$ cat src/rtl/plic_gateway.sv
// plic_gateway
//   Interrupt gateway between raw device interrupt lines and a PLIC core.
//   Each source is synchronized, converted to a request (level or edge
//   mode, chosen per source by EDGE_MASK) and tracked by a small
//   IDLE/PEND/CLAIMED state machine. Edge-mode sources keep a saturating
//   count of edges seen while a request is already outstanding, so those
//   edges are replayed as fresh requests on later completes.
//
// Ports
//   CLK            in   sole clock, rising edge
//   RST            in   synchronous active-high reset
//   w_irq          in   raw interrupt lines (asynchronous to CLK)
//   w_claim        in   one-cycle claim strobe
//   w_claim_id     in   ID being claimed
//   w_complete     in   one-cycle complete strobe
//   w_complete_id  in   ID being completed
//   w_pending      out  sources in PEND (bit 0 always 0)
//   w_inflight     out  sources in CLAIMED
//   w_overflow     out  one-cycle pulse when a saturated edge counter sees another edge
module plic_gateway #(
  parameter int                   N_INT_SRC  = 32,
  parameter logic [N_INT_SRC-1:0] EDGE_MASK  = '0,
  parameter int                   W_EDGE_CNT = 3,
  localparam int                  W_ID       = $clog2(N_INT_SRC)
) (
  input  logic                 CLK,
  input  logic                 RST,
  input  logic [N_INT_SRC-1:0] w_irq,
  input  logic                 w_claim,
  input  logic [W_ID-1:0]      w_claim_id,
  input  logic                 w_complete,
  input  logic [W_ID-1:0]      w_complete_id,
  output logic [N_INT_SRC-1:0] w_pending,
  output logic [N_INT_SRC-1:0] w_inflight,
  output logic                 w_overflow
);

  typedef enum logic [1:0] {
    IDLE    = 2'd0,
    PEND    = 2'd1,
    CLAIMED = 2'd2
  } state_e;

  localparam logic [W_EDGE_CNT-1:0] CNT_MAX = '1;

  logic [N_INT_SRC-1:0]  sync1_q;
  logic [N_INT_SRC-1:0]  sync2_q;
  logic [N_INT_SRC-1:0]  sync3_q;
  logic [N_INT_SRC-1:0]  edgeEvt_q;
  logic [N_INT_SRC-1:0]  ovf_d;
  logic                  overflow_q;
  state_e                state_q [N_INT_SRC];
  state_e                state_d [N_INT_SRC];
  logic [W_EDGE_CNT-1:0] cnt_q   [N_INT_SRC];
  logic [W_EDGE_CNT-1:0] cnt_d   [N_INT_SRC];

  // Per-source next-state logic. The level request is the third flop
  // (sync3_q) and the edge request is registered from sync2 vs sync3, so
  // both reach the FSM in the same cycle and a line rise shows up in
  // w_pending three edges after it is first sampled.
  // For edge sources, an edge seen while a request is outstanding is
  // counted first, and the complete decision looks at the updated count;
  // this lets an edge arriving together with a complete re-pend the source.
  always_comb begin
    for (int i = 0; i < N_INT_SRC; i++) begin
      state_d[i] = state_q[i];
      cnt_d[i]   = cnt_q[i];
      ovf_d[i]   = 1'b0;

      if (EDGE_MASK[i] && edgeEvt_q[i] && (state_q[i] != IDLE)) begin
        if (cnt_q[i] == CNT_MAX) begin
          ovf_d[i] = 1'b1;
        end else begin
          cnt_d[i] = cnt_q[i] + 1'b1;
        end
      end

      case (state_q[i])
        IDLE: begin
          if (EDGE_MASK[i] ? edgeEvt_q[i] : sync3_q[i]) begin
            state_d[i] = PEND;
          end
        end
        PEND: begin
          if (w_claim && (w_claim_id == W_ID'(i))) begin
            state_d[i] = CLAIMED;
          end
        end
        CLAIMED: begin
          if (w_complete && (w_complete_id == W_ID'(i))) begin
            if (cnt_d[i] != '0) begin
              state_d[i] = PEND;
              cnt_d[i]   = cnt_d[i] - 1'b1;
            end else begin
              state_d[i] = IDLE;
            end
          end
        end
        default: state_d[i] = IDLE;
      endcase

      // ID 0 is reserved: that source never leaves IDLE
      if (i == 0) begin
        state_d[i] = IDLE;
        cnt_d[i]   = '0;
        ovf_d[i]   = 1'b0;
      end
    end
  end

  // Synchronizer chain, edge-event register, FSM state and edge counters
  always_ff @(posedge CLK) begin
    if (RST) begin
      sync1_q    <= '0;
      sync2_q    <= '0;
      sync3_q    <= '0;
      edgeEvt_q  <= '0;
      overflow_q <= 1'b0;
      for (int i = 0; i < N_INT_SRC; i++) begin
        state_q[i] <= IDLE;
        cnt_q[i]   <= '0;
      end
    end else begin
      sync1_q    <= w_irq;
      sync2_q    <= sync1_q;
      sync3_q    <= sync2_q;
      edgeEvt_q  <= sync2_q & ~sync3_q;
      overflow_q <= |ovf_d;
      for (int i = 0; i < N_INT_SRC; i++) begin
        state_q[i] <= state_d[i];
        cnt_q[i]   <= cnt_d[i];
      end
    end
  end

  // Status vectors decoded straight from the state registers
  always_comb begin
    w_pending  = '0;
    w_inflight = '0;
    for (int i = 1; i < N_INT_SRC; i++) begin
      w_pending[i]  = (state_q[i] == PEND);
      w_inflight[i] = (state_q[i] == CLAIMED);
    end
  end

  assign w_overflow = overflow_q;

endmodule

$ cat config.mk
export PLATFORM = sky130hd
export DESIGN_NAME = plic_gateway
export DESIGN_NICKNAME = d
export VERILOG_FILES = /design/src/rtl/plic_gateway.sv
export SDC_FILE = /design/constraint.sdc
export NUM_CORES = 1
export LEC_CHECK = 0
export CORE_AREA = 2 2 166 127
export CTS_BUF_LIST = sky130_fd_sc_hd__clkbuf_16
export CTS_CLUSTER_DIAMETER = 60
export DETAILED_ROUTE_END_ITERATION = 10
export DIE_AREA = 0 0 168 129
export GPL_ROUTABILITY_DRIVEN = 0
export PLACE_DENSITY_LB_ADDON = 0.2
export SYNTH_ARGS = -nofsm -noshare
export SYNTH_HDL_FRONTEND = slang
export SYNTH_SLANG_ARGS = --single-unit
$ cat constraint.sdc
create_clock -name CLK -period 2 [get_ports CLK]
set_input_delay 0.4 -clock CLK [delete_from_list [all_inputs] [get_ports CLK]]
set_output_delay 0.4 -clock CLK [all_outputs]
set_load 0.02 [all_outputs]
==> impl_results.md <==
- Die height: 129 um
- Largest family of logic cells by synthesized area: simple AND/OR/NAND/NOR gates
- FMAX: 0.514 GHz
- Post-synthesis mux area share: 0.189%
- Xor and xnor area share after synthesis: 2.50%
- Area leader, netlist: dfxtp_1
- Initial antenna violation count: 0
- Count leader, synth: dfxtp_1
- Die area: 21,700 sq um
- Share of the synthesized area in the top cell type: 44.2%
- Buf+Inv Stages, Crit Path: 1
- Async S/R FF share, synth: 0%
- Num rows: 45
- CP arrival: 1.55 ns
- Top FF cell, synth: dfxtp_1
- Power Dens Cells: 735 nW/um^2
- CP endpoint kind: output port
- Distinct cells, synth: 62
- RSZ-0062 raised after global routing: no
- Routed vias/inst: 5.16
- Peak VDD IR: 0.512 mV
- Drt first pass iters: 5
- Drt total wl: 22,900 um
- Area Growth Syn to Fin: 20.9%
- Top cells by area, synth: dfxtp_1 (44%), nor2b_1 (9.5%), ha_1 (6.9%), nor2_1 (5.4%), inv_1 (3.4%)
- Hold endpoint: state_q[0][48]$_SDFFE_PP0P_
- Hold path cells: 2
- Final min period: 1.95 ns
- Syn Inst Count: 1,216
- Mean area per synthesized cell: 9.23 sq um
- R2R depth: 6
- FF-to-FF setup slack: 0.31 ns
- First-pass GRT wire length: 37,500 um
- Slowest-stage cell, CP: dfxtp_1
- #FFs+latches synth: 248
- Final worst path period share: 97.3%
- Cts hold-fix bufs: 0
- Root buf cell: clkbuf_16
- Core area: 20,000 sq um
- Final Hold Vio Count: 0
- Sequential cell area fraction in the yosys report: 44.2%
- Hold WC Path Type: in -> reg
- Clock latency on the worst-skew pair: 0.53 ns
- Largest net degree at the start of global routing: 47
- RR Endpoint: cnt_q[0][71]$_SDFFE_PP0P_
- Crit-path leading delay family: flip-flops
- Simple logic cell fraction of the synthesized area: 25.3%
- Vias in the first global route: 7,914
- DRC marker count from the first detailed-route iteration: 431
- Hold Startpoint: RST
- Clock Sinks: 248
- Fin. max-slew vios: 0
- Post-synth EDFFs: 0
- Post-route insts no fill: 1,619
- Post-synth top cells: dfxtp_1 (248), nor2b_1 (170), nor2_1 (161)
- Synth Warn #: 0
- Layout Nets: 1,454
- Die width: 168 um
- PnR Total Power: 9.99 mW
- Port bufs: 106
- CTS tree: built
- Critical setup path kind: reg -> out
- Post-DRT Antenna Nets: 0
- HPWL after DPL: 16,400 um
- Max FO, Critical Path: 5
- Final Skew: 0.0181 ns
- Inserted Clock Buffers: 25
- Dpl cells: 1,577
- Post-synthesis compound-gate area fraction: 13.1%
- Max-cap viol count: 0
- Wirelength per Cell: 14.1 um
- Hold_ws: 0.226 ns
- Startpoint types: flip-flop
- Layout cells sized above 1: 12.1%
- FF-to-FF Start: cnt_q[0][69]$_SDFFE_PP0P_
- IO Count: 111
- Clock tree buffer depth: 3
- CP max stage delay: 0.42 ns
- Post-route DRC: 0
- Post-CTS setup buffers: 0
- Worst-path clk slew: 0.06 ns
- All-layer global routing usage: 21.1%
- Vias: 8,360
- Critical path cell sequence: nor2b_1 -> clkdlybuf4s15_1
- Adder-Cell Fraction of Synth Area: 6.91%
- CP required: 1.60 ns
- Syn Std Cell Area: 11,200 sq um
- Ant. Diodes: 0
- Finish-stage setup viols: 0
- Initial Utilization: 56.2%
- Gr ovfl total: 0
- Leak: 5.53 nW
- Status: finished clean
- CTS HTree Levels: 1
repair_timing:
item,4_1_cts,5_1_grt
hold endpoints to repair,0,0
resized for setup,64,14
setup endpoints to repair,62,12
state kept, by name, summed over array words and instances (netlist names):
register,count
cnt_q,93
state_q,62
sync1_q,31
sync2_q,31
sync3_q,31
worst max-delay path by stage:
stage	startpoint	to	slack (ns)	cells past startpoint
6_report	state_q[0][8]$_SDFFE_PP0P_	w_pending[4]	0.05	2
5_1_grt	state_q[0][41]$_SDFFE_PP0P_	w_inflight[20]	0.006	2
4_1_cts	state_q[0][8]$_SDFFE_PP0P_	w_pending[4]	0.01	2
3_5_place_dp	w_complete_id[1]	cnt_q[0][4]$_SDFFE_PP0P_	-0.42	6
3_3_place_gp	w_complete_id[1]	cnt_q[0][4]$_SDFFE_PP0P_	-0.35	6
2_1_floorplan	w_complete_id[0]	cnt_q[0][12]$_SDFFE_PP0P_	0.17	7
layout by cell type (no fill, tap or decap), types with 4 or more instances in the layout:
| cell | instances |
|---|---|
| a311o_1 | 4 |
| o22a_1 | 5 |
| nand3_1 | 38 |
| nor2b_2 | 8 |
| ha_1 | 62 |
| inv_1 | 106 |
| a22oi_1 | 4 |
| o2111a_1 | 5 |
| a21oi_1 | 75 |
| nand2_1 | 12 |
| a21bo_2 | 4 |
| or3_1 | 4 |
| xnor2_1 | 32 |
| dfxtp_1 | 245 |
| nor4b_4 | 9 |
| a31o_2 | 4 |
| o21a_1 | 4 |
| a311oi_1 | 12 |
| nor2b_1 | 162 |
| clkinv_1 | 7 |
| a21o_1 | 21 |
| nor4bb_1 | 4 |
| o21ai_0 | 31 |
| nand4bb_1 | 4 |
| buf_12 | 12 |
| a211oi_1 | 30 |
| nand2b_1 | 14 |
| clkdlybuf4s50_1 | 43 |
| dlygate4sd2_1 | 59 |
| nor2_1 | 161 |
| nor4b_2 | 8 |
| clkbuf_16 | 25 |
| nand4b_1 | 8 |
| nand3b_1 | 6 |
| a211o_1 | 4 |
| or4_1 | 4 |
| buf_4 | 69 |
where the power goes:
part | internal, mW | total [mW] | switching (mW)
clock network | 2.40 | 4.28 | 1.88
registers | 5.04 | 5.08 | 0.0423
logic | 0.297 | 0.627 | 0.330
total | 7.74 | 9.99 | 2.25
cell type report:
| cell class | count | area [sq um] |
|---|---|---|
| Inverter | 101 | 379 |
| Timing Repair Buffer | 187 | 1740 |
| Multi-Input combinational cell | 783 | 5430 |
| Sequential cell | 248 | 4970 |
| Tap cell | 258 | 323 |
| Clock inverter | 17 | 116 |
| Fill cell | 1571 | 6410 |
| Clock buffer | 25 | 626 |
logic make-up after synthesis:
logic type | after synthesis
adders and majority gates | 62
and+or+nand+nor | 471
other | 1
DFF | 248
muxes | 2
xor gates and xnor gates | 32
buffers and inverters | 187
AOI/OAI and AO/OA | 213
layer usage:
| layer | global-route usage [%] | vias to the layer above | routed length [um] |
|---|---|---|---|
| met3 | 3.35 | 35 | 947 |
| met2 | 36.4 | 154 | 10600 |
| li1 | - | 4290 | - |
| met1 | 28.0 | 3881 | 10800 |
| met4 | 5.22 | 0 | 490 |
| met5 | 0 | - | 0 |
stage by stage:
step	cell area, sq um	util, %	worst slack, ns	TNS, ns
detailed placement	12900	64.5	-0.416	-20.65
global route	13600	67.9	0.00577	0
floorplan	11200	-	0.170	0
CTS	13600	67.9	0.0144	0
global placement	12900	64.5	-0.347	-17.18
finish	13600	67.9	0.0536	0
No activity file was read; power rests on OpenSTA's default activity.
==> edit 1 (same flow settings) <==
Reset style: asynchronous (`RST`), changed in one clocked block. Comments in the files are not updated.
--- a/src/rtl/plic_gateway.sv
+++ b/src/rtl/plic_gateway.sv
@@ -111,3 +111,3 @@
   // Synchronizer chain, edge-event register, FSM state and edge counters
-  always_ff @(posedge CLK) begin
+  always_ff @(posedge CLK or posedge RST) begin
     if (RST) begin
Check against the original RTL: same outputs for any inputs over 4 cycles, from zero or initial values and one cycle with RST high; that may be too few to reach the edited logic, so the function may still have changed.
==> edit 1 against the unedited design <==
  * Cell count fell by 15%
  * Wire length is 13% lower
  * Sequential power is 3% higher
  * Total power grew 9.0%
  * Synthesized area shrank 5.7%
  * Sequential cell count unchanged
  * Worst setup slack got worse by 0.014 ns
  * Largest cell class is now registers
  * Largest power group unchanged
  * Final area shrank 3.7%
==> edit 1: results (changes against the unedited design) <==
| Metric | Value |
|---|---|
| Routed WL | `20000 um (was 22900 um)` |
| Vias in the first global route | `6632 (was 7914)` |
| Peak supply drop | `602 uV (was 512 uV)` |
| Via-to-Cell Ratio | `4.89 (was 5.16)` |
| Detailed placement HPWL | `14600 um (was 16400 um)` |
| Pre-antenna DRT Iters | `4 (was 5)` |
| PortBufs | `106 (unchanged)` |
| Largest registers | `cnt_q: 93 flops, state_q: 62 flops (unchanged)` |
| Arr. time, crit path | `2.40 ns (was 1.55 ns)` |
| Gr usage total | `19.4% (was 21.1%)` |
| Initial antenna violation count | `0 (unchanged)` |
| Setup Buffers After CTS | `0 (unchanged)` |
| Root Driver | `clkbuf_16 (unchanged)` |
| Ys Warns | `0 (unchanged)` |
| Min-Delay Path Class | `primary input to register (unchanged)` |
| Worst-Skew Late Latency | `0.51 ns (was 0.53 ns)` |
| Seq/Total Area, Yosys | `58.6% (was 44.2%)` |
| Ant. Diodes | `0 (unchanged)` |
| DRT iter0 DRCs | `428 (was 431)` |
| H-tree levels | `1 (unchanged)` |
| Worst-path fanout max | `5 (unchanged)` |
| Top area cells in the synthesized netlist | `dfrtp_1 59%, ha_1 7.3%, nor2b_1 4.4%, xnor2_1 4.1%, inv_1 3.4% (was dfxtp_1 44%, nor2b_1 9.5%, ha_1 6.9%, nor2_1 5.4%, inv_1 3.4%)` |
| First-pass GRT wire length | `33400 um (was 37500 um)` |
| Ys async rst share | `100% (was 0%)` |
| Share of cells above drive strength 1 | `11.4% (was 12.1%)` |
| Top post-synthesis cells by count | `248 x dfrtp_1, 96 x inv_1, 93 x nor2_1 (was 248 x dfxtp_1, 170 x nor2b_1, 161 x nor2_1)` |
| Pleak | `6.15 nW (was 5.53 nW)` |
| Worst-path clk slew | `0.06 ns (about the same)` |
| Outcome | `completed (unchanged)` |
| Cts bufs inserted | `25 (unchanged)` |
| Netlist cell types | `32 (was 62)` |
| Layout Nets | `1202 (was 1454)` |
| Clock Skews | `0.00580 ns (was 0.0181 ns)` |
| Main synth FF type | `dfrtp_1 (was dfxtp_1)` |
| Reg2Reg Setup Slack | `0.18 ns (was 0.31 ns)` |
| Clk buf depth | `3 (unchanged)` |
| DP Area | `12200 um^2 (was 12900 um^2)` |
| Hold slack final | `0.315 ns (was 0.226 ns)` |
| Pin count of the biggest net entering global routing | `64 (was 47)` |
==> edit 1: cells by family (layout without fill, tap and decap cells) <==
family | Yosys count | in the layout | share of synthesized area [%]
buffers and inverters | 149 | 314 | 6.51
muxes | 8 | 8 | 0.757
DFF | 248 | 248 | 58.6
other | 1 | 3 | 0.0354
AOI/OAI and AO/OA | 107 | 107 | 6.32
xor gates and xnor gates | 62 | 62 | 5.13
adders and majority gates | 62 | 62 | 7.33
and+or+nand+nor | 309 | 309 | 15.3
==> edit 1: worst max-delay path: stages <==
cell and delay (ns):
clkdlybuf4s50_1 0.41, or4b_1 0.67, or4_4 0.63, nor2_2 0.11, xor2_1 0.16
==> edit 1: per-stage QoR <==
step	setup WS [ns]	utilization [%]	cells	total power [mW]	setup TNS (ns)
finish	0.0392	65.4	1371	10.9	0
global route	0.000692	65.4	1371	11.3	0
CTS	0.00342	65.3	1371	11.0	0
detailed placement	-0.560	61.2	1325	6.00	-24.94
global placement	-0.465	61.2	1325	5.99	-20.59
floorplan	-1.66	-	948	5.69	-411.61
==> edit 1: cell type report <==
class / count / area, um^2
inverter: 96 / 364
clock inverter: 21 / 268
tap: 258 / 323
sequential: 248 / 6210
fill: 1528 / 6920
multi-input combinational: 551 / 3720
timing repair buffer: 172 / 1570
clock buffer: 25 / 626
==> edit 1: final timing paths <==
path,startpoint,endpoint,depth (start not counted)
setup / recovery,w_complete_id[1],cnt_q[92],5
hold / removal,w_irq[2],sync1_q[2],1
setup reg to reg,cnt_q[63],cnt_q[65],6
hold reg to reg,sync2_q[22],sync3_q[22],0
max in group asynchronous,RST,cnt_q[5],4
min in group asynchronous,RST,cnt_q[26],3
==> edit 1: metal layers <==
| layer | up-vias | part of all wire (%) | global-route usage, % |
|---|---|---|---|
| li1 | 3327 | - | - |
| met1 | 3231 | 49 | 28.0 |
| met2 | 114 | 45 | 31.2 |
| met3 | 31 | 3.8 | 3.32 |
| met4 | 0 | 2.1 | 4.30 |
| met5 | - | 0 | 0 |
==> edit 1: repair_timing <==
action	4_1_cts	5_1_grt
setup endpoints to repair	63	14
gates resized for setup	67	17
hold endpoints to repair	0	0
==> edit 1: where the power goes <==
group / switching (mW) / total (mW) / internal, mW
logic: 0.344 / 0.618 / 0.274
clock network: 1.95 / 5.02 / 3.07
registers: 0.0773 / 5.25 / 5.18
==> edit 2 (config.mk and constraints unchanged) <==
Without the edit above. The output `w_overflow` loses its register stage (`overflow_q` becomes a continuous assignment).
--- a/src/rtl/plic_gateway.sv
+++ b/src/rtl/plic_gateway.sv
@@ -117,3 +117,2 @@
       edgeEvt_q  <= '0;
-      overflow_q <= 1'b0;
       for (int i = 0; i < N_INT_SRC; i++) begin
@@ -127,3 +126,2 @@
       edgeEvt_q  <= sync2_q & ~sync3_q;
-      overflow_q <= |ovf_d;
       for (int i = 0; i < N_INT_SRC; i++) begin
@@ -134,2 +132,4 @@
   end
+
+  assign overflow_q = |ovf_d;
 
Behaviour: no difference found for any inputs over 4 cycles, from zero or initial values and one cycle with RST high; that may be too few to reach the edited logic, so the function may still have changed.
==> edit 2 against the unedited design <==
  * Wire length up 2.2%
  * Sequential cell count unchanged
  * Total power decreased by 1.3%
  * Synthesized area down 0.82%
  * Register-to-register slack better by 0.11 ns
  * Cell count down 2.3%
  * Core utilization fell by 0.81 points
  * First-iteration DRC count up 12%
  * Sequential power about the same
  * Worst setup slack got worse by 0.0043 ns
  * Synthesized cell count fell by 2.2%
  * Final area decreased by 1.2%
  * Via count fell by 2.0%
  * Largest cell class unchanged
  * Largest power group unchanged
==> edit 2: results (changes against the unedited design) <==
| Metric | Value |
|---|---|
| Outcome | `completed (unchanged)` |
| Seq/Total Area, Yosys | `44.6% (was 44.2%)` |
| Top post-synthesis cells by count | `248 x dfxtp_1, 177 x nor2b_1, 163 x nor2_1 (was 248 x dfxtp_1, 170 x nor2b_1, 161 x nor2_1)` |
| Peak supply drop | `513 uV (was 512 uV)` |
| Netlist cell types | `49 (was 62)` |
| Top area cells in the synthesized netlist | `dfxtp_1 45%, nor2b_1 9.9%, ha_1 7.0%, nor2_1 5.5%, inv_1 3.1% (was dfxtp_1 44%, nor2b_1 9.5%, ha_1 6.9%, nor2_1 5.4%, inv_1 3.4%)` |
| Worst-path fanout max | `5 (unchanged)` |
| Detailed placement HPWL | `16500 um (was 16400 um)` |
| Layout Nets | `1415 (was 1454)` |
| Clock Skews | `0.0148 ns (was 0.0181 ns)` |
| Ant. Diodes | `0 (unchanged)` |
| Final hold vios | `0 (unchanged)` |
| Pre-antenna DRT Iters | `4 (was 5)` |
| DRT iter0 DRCs | `481 (was 431)` |
| Worst-Skew Late Latency | `0.52 ns` |
| Largest Register | `cnt_q (unchanged)` |
| Clk buf depth | `3 (unchanged)` |
| Ys async rst share | `0% (unchanged)` |
| PortBufs | `106 (unchanged)` |
| Pleak | `5.32 nW (was 5.53 nW)` |
| Ys Warns | `0 (unchanged)` |
| Root Driver | `clkbuf_16 (unchanged)` |
| Share of cells above drive strength 1 | `11.5% (was 12.1%)` |
| Cts bufs inserted | `24 (was 25)` |
| Via-to-Cell Ratio | `5.18 (was 5.16)` |
| Setup Buffers After CTS | `0 (unchanged)` |
| Pin count of the biggest net entering global routing | `80 (was 47)` |
| Min-Delay Path Class | `primary input to register (unchanged)` |
| H-tree levels | `1 (unchanged)` |
| Worst-path clk slew | `0.06 ns (about the same)` |
| Gr usage total | `21.7% (was 21.1%)` |
| Vias in the first global route | `7690 (was 7914)` |
| First-pass GRT wire length | `38400 um (was 37500 um)` |
| Worst Setup Slack post-DPL | `-0.332 ns (was -0.416 ns)` |
| Largest registers | `cnt_q: 93 flops, state_q: 62 flops (unchanged)` |
| Initial antenna violation count | `1 (was 0)` |
| Routed WL | `23400 um (was 22900 um)` |
| Int Pwr | `7.62 mW (was 7.74 mW)` |
| Fill cells | `1629 (was 1571)` |
| Arr. time, crit path | `1.55 ns (about the same)` |
edit 2: cell type report:
type / count / area (um^2) / area share (%)
Multi-Input combinational cell: 767 / 5400 / 40.2
Clock buffer: 24 / 601 / 4.48
Clock inverter: 19 / 116 / 0.867
Sequential cell: 248 / 4960 / 37.0
Timing Repair Buffer: 174 / 1670 / 12.4
Tap cell: 258 / 323 / 2.41
Inverter: 92 / 345 / 2.57
edit 2: cells by family after synthesis:
family	share of synthesized area [%]
other	0.0337
buffers and inverters	7.18
flip-flops	44.6
AO/OA/AOI/OAI	12.7
adder cells (fa/ha/maj)	6.97
XOR/XNOR	2.52
AND/OR/NAND/NOR	26.0
edit 2: critical path, cell delays in order, from the launching register on:
cell           delay [ns]
dfxtp_1              0.43
nor2b_2              0.26
dlygate4sd2_1        0.36
edit 2: final timing paths:
kind         depth (start not counted)             end  slack (ns)            from
min reg2reg                          1     sync2_q[21]        0.43     sync1_q[21]
max reg2reg                          6    cnt_q[0][28]        0.42    cnt_q[0][27]
max                                  2  w_inflight[30]        0.05  state_q[0][61]
min                                  2     sync2_q[21]        0.26             RST
edit 2: per-stage QoR:
stage          power (mW)  std cells  setup TNS, ns  util (%)  hold WS (ns)
5_1_grt              10.2       1582              0      67.1         0.256
6_report             9.85       1582              0      67.1         0.256
4_1_cts              9.93       1582              0      67.1         0.238
3_3_place_gp         5.80       1539         -12.85      63.8         0.421
2_1_floorplan        5.53       1191              0         -         0.414
3_5_place_dp         5.81       1539         -16.02      63.8         0.421
edit 2: metal layers:
| metal | vias to the layer above | wire [um] | share of wire, % | global-route usage, % |
|---|---|---|---|---|
| met1 | 3786 | 11500 | 49 | 30.7 |
| met4 | 0 | 365 | 1.6 | 4.40 |
| met3 | 24 | 1250 | 5.3 | 3.35 |
| met5 | - | 0 | 0 | 0 |
| li1 | 4180 | - | - | - |
| met2 | 204 | 10300 | 44 | 35.6 |
edit 2: repair_timing:
item	in CTS	in global routing
setup endpoints to repair	62	6
resized for setup	64	8
endpoints found under the hold margin	0	0
edit 2: power groups by stage:
| stage | Clock, mW | Sequential [mW] | Combinational (mW) |
|---|---|---|---|
| floorplan | 0 | 5.17 | 0.354 |
| global placement | 0 | 5.19 | 0.610 |
| detailed placement | 0 | 5.19 | 0.614 |
| CTS | 4.25 | 5.08 | 0.600 |
| global route | 4.44 | 5.09 | 0.644 |
| finish | 4.17 | 5.09 | 0.599 |
